`src/rtl/systolic_drain.sv`:
```
// Output collector for the systolic MAC array: de-skews the diagonal bottom-edge
// results into row-aligned words and streams them through a FWFT FIFO. Needs COLS >= 2.

module drain_skew #(
    parameter int W      = 32,
    parameter int STAGES = 1
) (
    input  logic         clk,
    input  logic         rst_n,
    input  logic [W-1:0] d,
    output logic [W-1:0] q
);
    logic [STAGES-1:0][W-1:0] sr;

    always_ff @(posedge clk) begin
        if (!rst_n) begin
            sr <= '0;
        end else begin
            sr[0] <= d;
            for (int k = 1; k < STAGES; k++) sr[k] <= sr[k-1];
        end
    end

    assign q = sr[STAGES-1];
endmodule

module systolic_drain #(
    parameter int REG_WIDTH = 16,
    parameter int VECTOR    = 2,
    parameter int COLS      = 4,
    parameter int ROWS      = 4,
    parameter int DEPTH     = 4
) (
    input  logic                          clk,
    input  logic                          rst_n,
    input  logic                          tile_start,
    input  logic [COLS*VECTOR*REG_WIDTH-1:0] c_in,
    output logic                          out_valid,
    input  logic                          out_ready,
    output logic [COLS*VECTOR*REG_WIDTH-1:0] out_data,
    output logic                          out_last,
    output logic                          tile_done,
    output logic                          overflow,
    output logic                          start_err
);
    localparam int EW     = VECTOR * REG_WIDTH;
    localparam int DW     = COLS * EW;
    localparam int STAGES = COLS - 1;
    localparam int LASTN  = ROWS + COLS - 2;
    localparam int CW     = $clog2(ROWS + COLS);
    localparam int AW     = $clog2(DEPTH);
    localparam int NW     = $clog2(DEPTH + 1);
    localparam logic [CW-1:0] LAST_C  = CW'(LASTN);
    localparam logic [CW-1:0] RLAST_C = CW'(ROWS - 1);
    localparam logic [NW-1:0] FULL_C  = NW'(DEPTH);

    typedef enum logic [1:0] {IDLE, CAPTURE, DONE} state_t;

    typedef struct packed {
        logic          last;
        logic [DW-1:0] data;
    } row_t;

    state_t        state;
    logic [CW-1:0] cnt;
    logic [CW-1:0] cur_cnt;
    logic          active;

    // The tile_start cycle itself counts as cnt=0 while the FSM still reads IDLE.
    assign active  = (state == CAPTURE) || (state == IDLE && tile_start);
    assign cur_cnt = (state == IDLE) ? '0 : cnt;

    always_ff @(posedge clk) begin
        if (!rst_n) begin
            state     <= IDLE;
            cnt       <= '0;
            tile_done <= 1'b0;
            start_err <= 1'b0;
        end else begin
            tile_done <= 1'b0;
            if (tile_start && state != IDLE) start_err <= 1'b1;
            case (state)
                IDLE: begin
                    if (tile_start) begin
                        cnt <= CW'(1);
                        if (LAST_C == '0) begin
                            state     <= DONE;
                            tile_done <= 1'b1;
                        end else begin
                            state <= CAPTURE;
                        end
                    end
                end
                CAPTURE: begin
                    cnt <= cnt + 1'b1;
                    if (cnt == LAST_C) begin
                        state     <= DONE;
                        tile_done <= 1'b1;
                    end
                end
                DONE: begin
                    state <= IDLE;
                    cnt   <= '0;
                end
                default: state <= IDLE;
            endcase
        end
    end

    // Row-valid travels with column 0's sample and reaches the push point with the last column.
    logic              vld_in, last_in;
    logic [STAGES-1:0] vld_pipe, last_pipe;

    assign vld_in  = active && (cur_cnt <= RLAST_C);
    assign last_in = active && (cur_cnt == RLAST_C);

    always_ff @(posedge clk) begin
        if (!rst_n) begin
            vld_pipe  <= '0;
            last_pipe <= '0;
        end else begin
            vld_pipe  <= STAGES'({vld_pipe, vld_in});
            last_pipe <= STAGES'({last_pipe, last_in});
        end
    end

    logic [COLS-1:0][EW-1:0] aligned;

    for (genvar j = 0; j < COLS; j++) begin : g_col
        if (j == COLS - 1) begin : g_direct
            assign aligned[j] = c_in[j*EW +: EW];
        end else begin : g_skew
            drain_skew #(.W(EW), .STAGES(STAGES - j)) u_skew (
                .clk  (clk),
                .rst_n(rst_n),
                .d    (c_in[j*EW +: EW]),
                .q    (aligned[j])
            );
        end
    end

    logic          push, pop, push_ok, full, empty;
    logic [AW-1:0] wr_ptr, rd_ptr;
    logic [NW-1:0] count;
    row_t          mem [DEPTH];

    assign push    = vld_pipe[STAGES-1];
    assign empty   = (count == '0);
    assign full    = (count == FULL_C);
    assign pop     = !empty && out_ready;
    assign push_ok = push && (!full || pop);

    always_ff @(posedge clk) begin
        if (!rst_n) begin
            wr_ptr   <= '0;
            rd_ptr   <= '0;
            count    <= '0;
            overflow <= 1'b0;
        end else begin
            if (push_ok) wr_ptr <= wr_ptr + 1'b1;
            if (pop)     rd_ptr <= rd_ptr + 1'b1;
            if (push && !push_ok) overflow <= 1'b1;
            case ({push_ok, pop})
                2'b10:   count <= count + 1'b1;
                2'b01:   count <= count - 1'b1;
                default: count <= count;
            endcase
        end
    end

    // Storage is not reset; the empty gate keeps stale entries off the outputs.
    always_ff @(posedge clk) begin
        if (push_ok) mem[wr_ptr] <= '{last: last_pipe[STAGES-1], data: aligned};
    end

    assign out_valid = !empty;
    assign out_data  = empty ? '0 : mem[rd_ptr].data;
    assign out_last  = !empty && mem[rd_ptr].last;
endmodule
```
`config.mk`:
```
export PLATFORM = sky130hd
export DESIGN_NAME = systolic_drain
export DESIGN_NICKNAME = d
export VERILOG_FILES = /design/src/rtl/systolic_drain.sv
export SDC_FILE = /design/constraint.sdc
export NUM_CORES = 1
export LEC_CHECK = 0
export CORE_MARGIN = 2
export CORE_UTILIZATION = 53
export DETAILED_ROUTE_END_ITERATION = 12
export GPL_TIMING_DRIVEN = 0
export PLACE_DENSITY = 0.75
export SLEW_MARGIN = 25
export SYNTH_ARGS = -nofsm -noshare
export SYNTH_HDL_FRONTEND = slang
export SYNTH_SLANG_ARGS = --single-unit
```
`constraint.sdc`:
```
create_clock -name clk -period 5.4 [get_ports clk]
set_input_delay 1.08 -clock clk [delete_from_list [all_inputs] [get_ports clk]]
set_output_delay 1.08 -clock clk [all_outputs]
set_load 0.05 [all_outputs]
```
### After elaboration in Yosys (flattened, before gate mapping)

Memory sizes are Yosys's and may differ from the RTL's. A register that Yosys moved wholly into a read port is not among the register bits.
Index checks and enable logic that the tools add are counted.

| storage, ports and cells | value |
|---|---|
| output and inout bits | 133 |
| logic and storage cells | 66 |
| register bits | 213 |
| bits in writable memories | 516 |
| memories | 1 |

Memories:

| name | words | bits a word | rd ports | clocked after memory_dff | write ports | RTL line | text |
|---|---|---|---|---|---|---|---|
| mem | 4 | 129 | 1 | 1 | 1 | 145 | `row_t mem [DEPTH];` |

| operators by class | value |
|---|---|
| multiplexer cells | 13 |
| equality and inequality tests | 9 |
| reduce and logical (&&, ||, !) cells | 21 |
| $lt $le $gt $ge | 1 |
| add/subtract/negate cells | 5 |

Operator list:

| kind | count |
|---|---|
| 128-bit 2-to-1 mux | 1 |
| 3-bit one-hot mux with 3 select lines | 1 |
| 1-bit logical AND | 8 |
| 2-bit 2-to-1 mux | 4 |
| 3-bit by 1-bit adder with 3-bit output, second input constant | 2 |
| 3-bit equality test, second input constant | 2 |
| 3-bit 2-to-1 mux | 2 |
| 3-bit one-hot mux with 2 select lines | 1 |
| 2-bit AND reduction | 3 |
| 2-bit by 1-bit adder with 2-bit output, second input constant | 2 |
| 2-bit by 1-bit equality test with 1-bit output, second input constant | 2 |
| 2-bit equality test, second input constant | 2 |
| 2-bit one-hot mux with 2 select lines | 1 |
| 2-bit nonzero test | 2 |
| 3-bit by 2-bit equality test with 1-bit output, second input constant | 1 |
| 3-bit by 2-bit less-or-equal comparator with 1-bit output, second input constant | 1 |
| 1-bit zero test | 3 |
| 3-bit zero test | 1 |
| 1-bit 2-to-1 mux | 3 |
| 3-bit nonzero test | 1 |
| 3-bit by 1-bit subtractor with 3-bit output, second input constant | 1 |
| 2-bit zero test | 1 |
| 1-bit logical OR | 2 |
| 2-bit by 1-bit != test with 1-bit output, second input constant | 1 |
| 2-bit != test, second input constant | 1 |

### Depth between registers and ports, before layout

| logic depth | value |
|---|---|
| word-level depth | 7 |
| gate-level depth with buffers | 8 |
| gate-level depth less buffers | 6 |

### By module

A second synthesis with hierarchy kept.

| unflattened totals | value |
|---|---|
| cells, all modules | 1411 |
| area total of the unflattened synthesis | 26404.1 um^2 |

Modules (own cells, without submodules):

| module | cells an instance | instances | sequential area each (um^2) | area an instance (um^2) |
|---|---|---|---|---|
| systolic_drain | 944 | 1 | 15955.3 | 20632.3 |
| drain_skew at g_col[0].g_skew.u_skew | 234 | 1 | 1921.8 | 2844.0 |
| drain_skew at g_col[1].g_skew.u_skew | 166 | 1 | 1281.2 | 2031.9 |
| drain_skew at g_col[2].g_skew.u_skew | 67 | 1 | 640.6 | 895.9 |

### Least setup slack after synthesis

No wires, ideal clock.

| timing | value |
|---|---|
| path type | input-to-reg |
| start | in out_ready |
| end | mem mem[1][0] (netlist bit) (enable) |
| arrival | 4462 ps |
| required time | 4896 ps |
| path buffers | 1 |
| stages on the path | 3 |
| slack | 434 ps |
| cells stage by stage | buf_2 or4b_1 and3_1 |

| on the way | value |
|---|---|
| longest elaborated chain between the ends | 5 |

Ends and longest elaborated chain:

| what | RTL line | text |
|---|---|---|
| start: declaration | 39 | `input logic out_ready,` |
| 1-bit logical AND | 150 | `assign pop = !empty && out_ready;` |
| 1-bit logical OR | 151 | `assign push_ok = push && (!full \|\| pop);` |
| 1-bit logical AND | 151 |  |
| 1-bit 2-to-1 mux | 173 | `if (push_ok) mem[wr_ptr] <= '{last: last_pipe[STAGES-1], data: aligned};` |
| 1-bit 2-to-1 mux (not written as such) | 173 |  |
| end: declaration | 145 |  |

Every way passes these cells.

==> impl_metrics.py <==
metrics = {
    "layout": {
        "fin_cells": 2366,
        "drive_gt1_share_pct": 16.34,
        "areaGrowthSynthToFinish_pct": 23.42,
        "nets": 1839,
    },
    "timing": {
        "setup_viol": 0,
        "tightest_slew_ps": 1022,
        "drv_slew": 0,
        "rsz0062_at_grt": "false",
        "finalSetupTns_ps": 0,
        "fmax_mhz": 223.1,
        "min_period_ps": 4482,
        "finalHoldViolCount": 0,
        "skew_ps": 14.31,
        "period_share_pct": 82.99,
        "slew_headroom_pct": 31.87,
    },
    "grt": {
        "grt_pass1_wl_um": 76170,
        "grt_max_degree": 41,
        "track_usage_pct": 20.48,
        "first_global_vias": 13194,
        "antenna_found_initial": 2,
        "gr-total-overflow": 0,
    },
    "floorplanning": {
        "initial_core_util_pct": 53.85,
        "dieArea_um2": 50390,
        "pin_count": 265,
        "chipHeight_um": 224.5,
        "core_area_um2": 47850,
        "die_w_um": 224.5,
        "rows": 80,
    },
    "critical_path": {
        "arrival_ps": 3400,
        "cp.required_ps": 4320,
        "crit_type": "reg -> out",
        "slowest_delay_ps": 840,
        "critPathMaxFanout": 10,
        "worstReg2RegStart": "count[0]",
        "path_cells": "clkbuf_1, buf_2, mux4_2, and2_1, clkdlybuf4s50_1",
        "r2r_end": "count[2]",
        "slowest_stage": "clkdlybuf4s50_1",
        "end_kind": "output pin",
        "rr_worst_depth": 8,
        "r2r_slack_ps": 2920,
        "start_kind": "flop",
    },
    "detailed_routing": {
        "first_pass_iters": 5,
        "viasPerCell": 5.311,
        "ant_nets": 0,
        "drt_iter0_drc": 918,
        "drt-total-wl_um": 50600,
        "drcViolationCount": 0,
        "dr_total_vias": 12565,
        "wl_per_cell_um": 21.39,
    },
    "power": {
        "seq_power_share_pct": 48.5,
        "pwr-share-comb_pct": 13.1,
        "leakage_nw": 10.71,
        "power.internal_mw": 9.645,
        "ir_worst_vdd_mv": 0.3780,
        "power.total_mw": 12.65,
        "switchingPower_mw": 3.005,
        "power_density_nw_per_um2": 397.8,
        "netSwitchingFraction_pct": 23.75,
        "clkPwrFrac_pct": 38.5,
    },
    "synth": {
        "avgSynthCellArea_um2": 19.11,
        "yosysTopAreaCell": "edfxtp_1",
        "async_flop_share_pct": 0,
        "ys_types": 37,
        "synth_edf_count": 516,
        "netlist.area_leader.share_pct": 60.14,
        "yosys-top-cells-area": "edfxtp_1 (60%), dfxtp_1 (17%), mux4_2 (11%)",
        "syn-num-nets": 1491,
        "synth_area_um2": 25760,
        "ys_ff_latch": 731,
        "ys_seq_area_share_pct": 76.85,
        "synthCells": 1348,
        "synth_warnings": 0,
        "synth-main-ff-cell": "edfxtp_1",
    },
    "min_path": {
        "whs_path_depth": 1,
        "worstHoldPathType": "reg -> reg",
        "hp-start": "g_col[0].g_skew.u_skew.sr[26]",
        "holdPathEnd": "g_col[0].g_skew.u_skew.sr[58]",
    },
    "placement": {
        "dp.final_hpwl_um": 32180,
        "io_buffers": 263,
        "place.gp.congestion": 0.7580,
        "dp_cells": 2238,
    },
    "status": {
        "outcome": "finished clean",
    },
    "clock_tree": {
        "cts_tree": "done",
        "cts.sinks": 731,
        "cts_root_buf": "clkbuf_16",
        "postCtsResizedCells": 0,
        "htreeDepth": 3,
        "cts.clk_slew.worst_paths_ps": 60,
        "cts_inserted_buffers": 71,
        "clock_latency_ps": 590,
        "post-cts-setup-buffer-count": 0,
        "hold_buffers": 0,
        "cts_buffer_depth": 3,
    },
    "run": {
        "cap_violations": 0,
    },
}
## stage by stage
step                      setup slack [ps]  area (µm²)  hold slack (ps)  utilization, %
after floorplan                      434.0       25760            411.9               -
after global placement               -2183       29170            412.8           60.96
after detailed placement              1351       29460            416.9           61.58
after CTS                            701.7       31790            431.4           66.45
after global routing                 710.7       31790            439.9           66.45
final                                918.4       31800            428.7           66.46
## sequential cells by signal, summed over array words and instances (netlist names), named ones only
register,count
tile_done,1
cnt,3
g_col.g_skew.u_skew.q,96
rd_ptr,2
mem,516
start_err,1
last_pipe,3
state,2
vld_pipe,3
wr_ptr,2
overflow,1
g_col.g_skew.u_skew.sr,96
count,3
## cells in the final DEF (no fill, tap or decap), types with 4 or more instances in the layout
cell / synthesis / layout
a21oi_1: 8 / 8
clkdlybuf4s50_1: 0 / 263
nand2_1: 9 / 9
mux4_2: 129 / 129
buf_2: 16 / 16
clkbuf_8: 0 / 13
buf_16: 0 / 5
nor2b_1: 4 / 4
o21ai_0: 5 / 5
clkbuf_1: 39 / 59
and2_1: 325 / 325
buf_12: 0 / 7
edfxtp_1: 516 / 516
clkinv_2: 0 / 10
ha_1: 10 / 10
and3_4: 0 / 4
dfxtp_1: 215 / 215
buf_6: 14 / 14
inv_1: 11 / 11
clkbuf_16: 0 / 76
nor2_1: 8 / 8
## worst max-delay path, delay by kind of cell (launching register included)
kind                   cells  cell delay (ps)
muxes                      1              250
and+or+nand+nor            1              220
DFF                        1              350
buffers and inverters      3             2000
## synthesized netlist by cell type (2+ instances only)
cell type	instances
a21oi_1	8
a31oi_1	2
and2_1	325
and3_1	4
buf_2	16
buf_6	14
clkbuf_1	39
dfxtp_1	215
edfxtp_1	516
ha_1	10
inv_1	11
mux2i_1	3
mux4_2	129
nand2_1	9
nand2b_1	3
nand3_1	3
nor2_1	8
nor2b_1	4
nor4b_1	2
o21a_1	3
o21ai_0	5
o31ai_1	2
or4_1	2
xor2_1	2
## final cells by class
type                    instances  area, µm²
fillers                      3163      16050
repair buffers                275       2910
clock buffers                 109       2156
plain buffers                  70      391.6
inverters                      11      41.29
clock inverters                18      175.2
flip-flops and latches        731      19800
diodes                          1      2.502
multi-input cells             536       5552
well taps                     615      769.5
## kinds of logic after synthesis
kind of cell             after synthesis  synth area share, %
buffers and inverters                 81                1.680
adder cells (fa/ha/maj)               11               0.5634
AND/OR/NAND/NOR                      364                8.732
AO/OA/AOI/OAI                         26               0.6799
multiplexers                         132                11.39
XOR/XNOR                               3               0.1020
flip-flops                           731                76.85
## layer usage
metal | share of wire [%] | track usage (%) | up-vias
met1 | 42 | 26.84 | 6396
met3 | 5.5 | 3.658 | 78
met4 | 2.3 | 7.370 | 2
li1 | - | - | 5738
met5 | 0.024 | 0 | -
met2 | 50 | 34.70 | 351
## worst max path at each step
stage                          from            to  slack [ps]
after floorplan           out_ready     mem[1][0]         430
after global placement    out_ready    mem[0][88]       -2180
after detailed placement       flop  out_data[61]        1350
after CTS                      flop  out_data[61]         700
after global routing           flop  out_data[55]         710
final                          flop  out_data[57]         920
## power by group through the flow
stage | Combinational (mW) | Clock, mW | Sequential (mW)
6_report | 1.65 | 4.87 | 6.13
5_1_grt | 1.75 | 5.17 | 6.14
4_1_cts | 1.68 | 4.96 | 6.13
3_5_place_dp | 1.67 | 0 | 6.25
3_3_place_gp | 1.66 | 0 | 6.25
2_1_floorplan | 1.07 | 0 | 6.24
(Power assumes the default switching activity.)
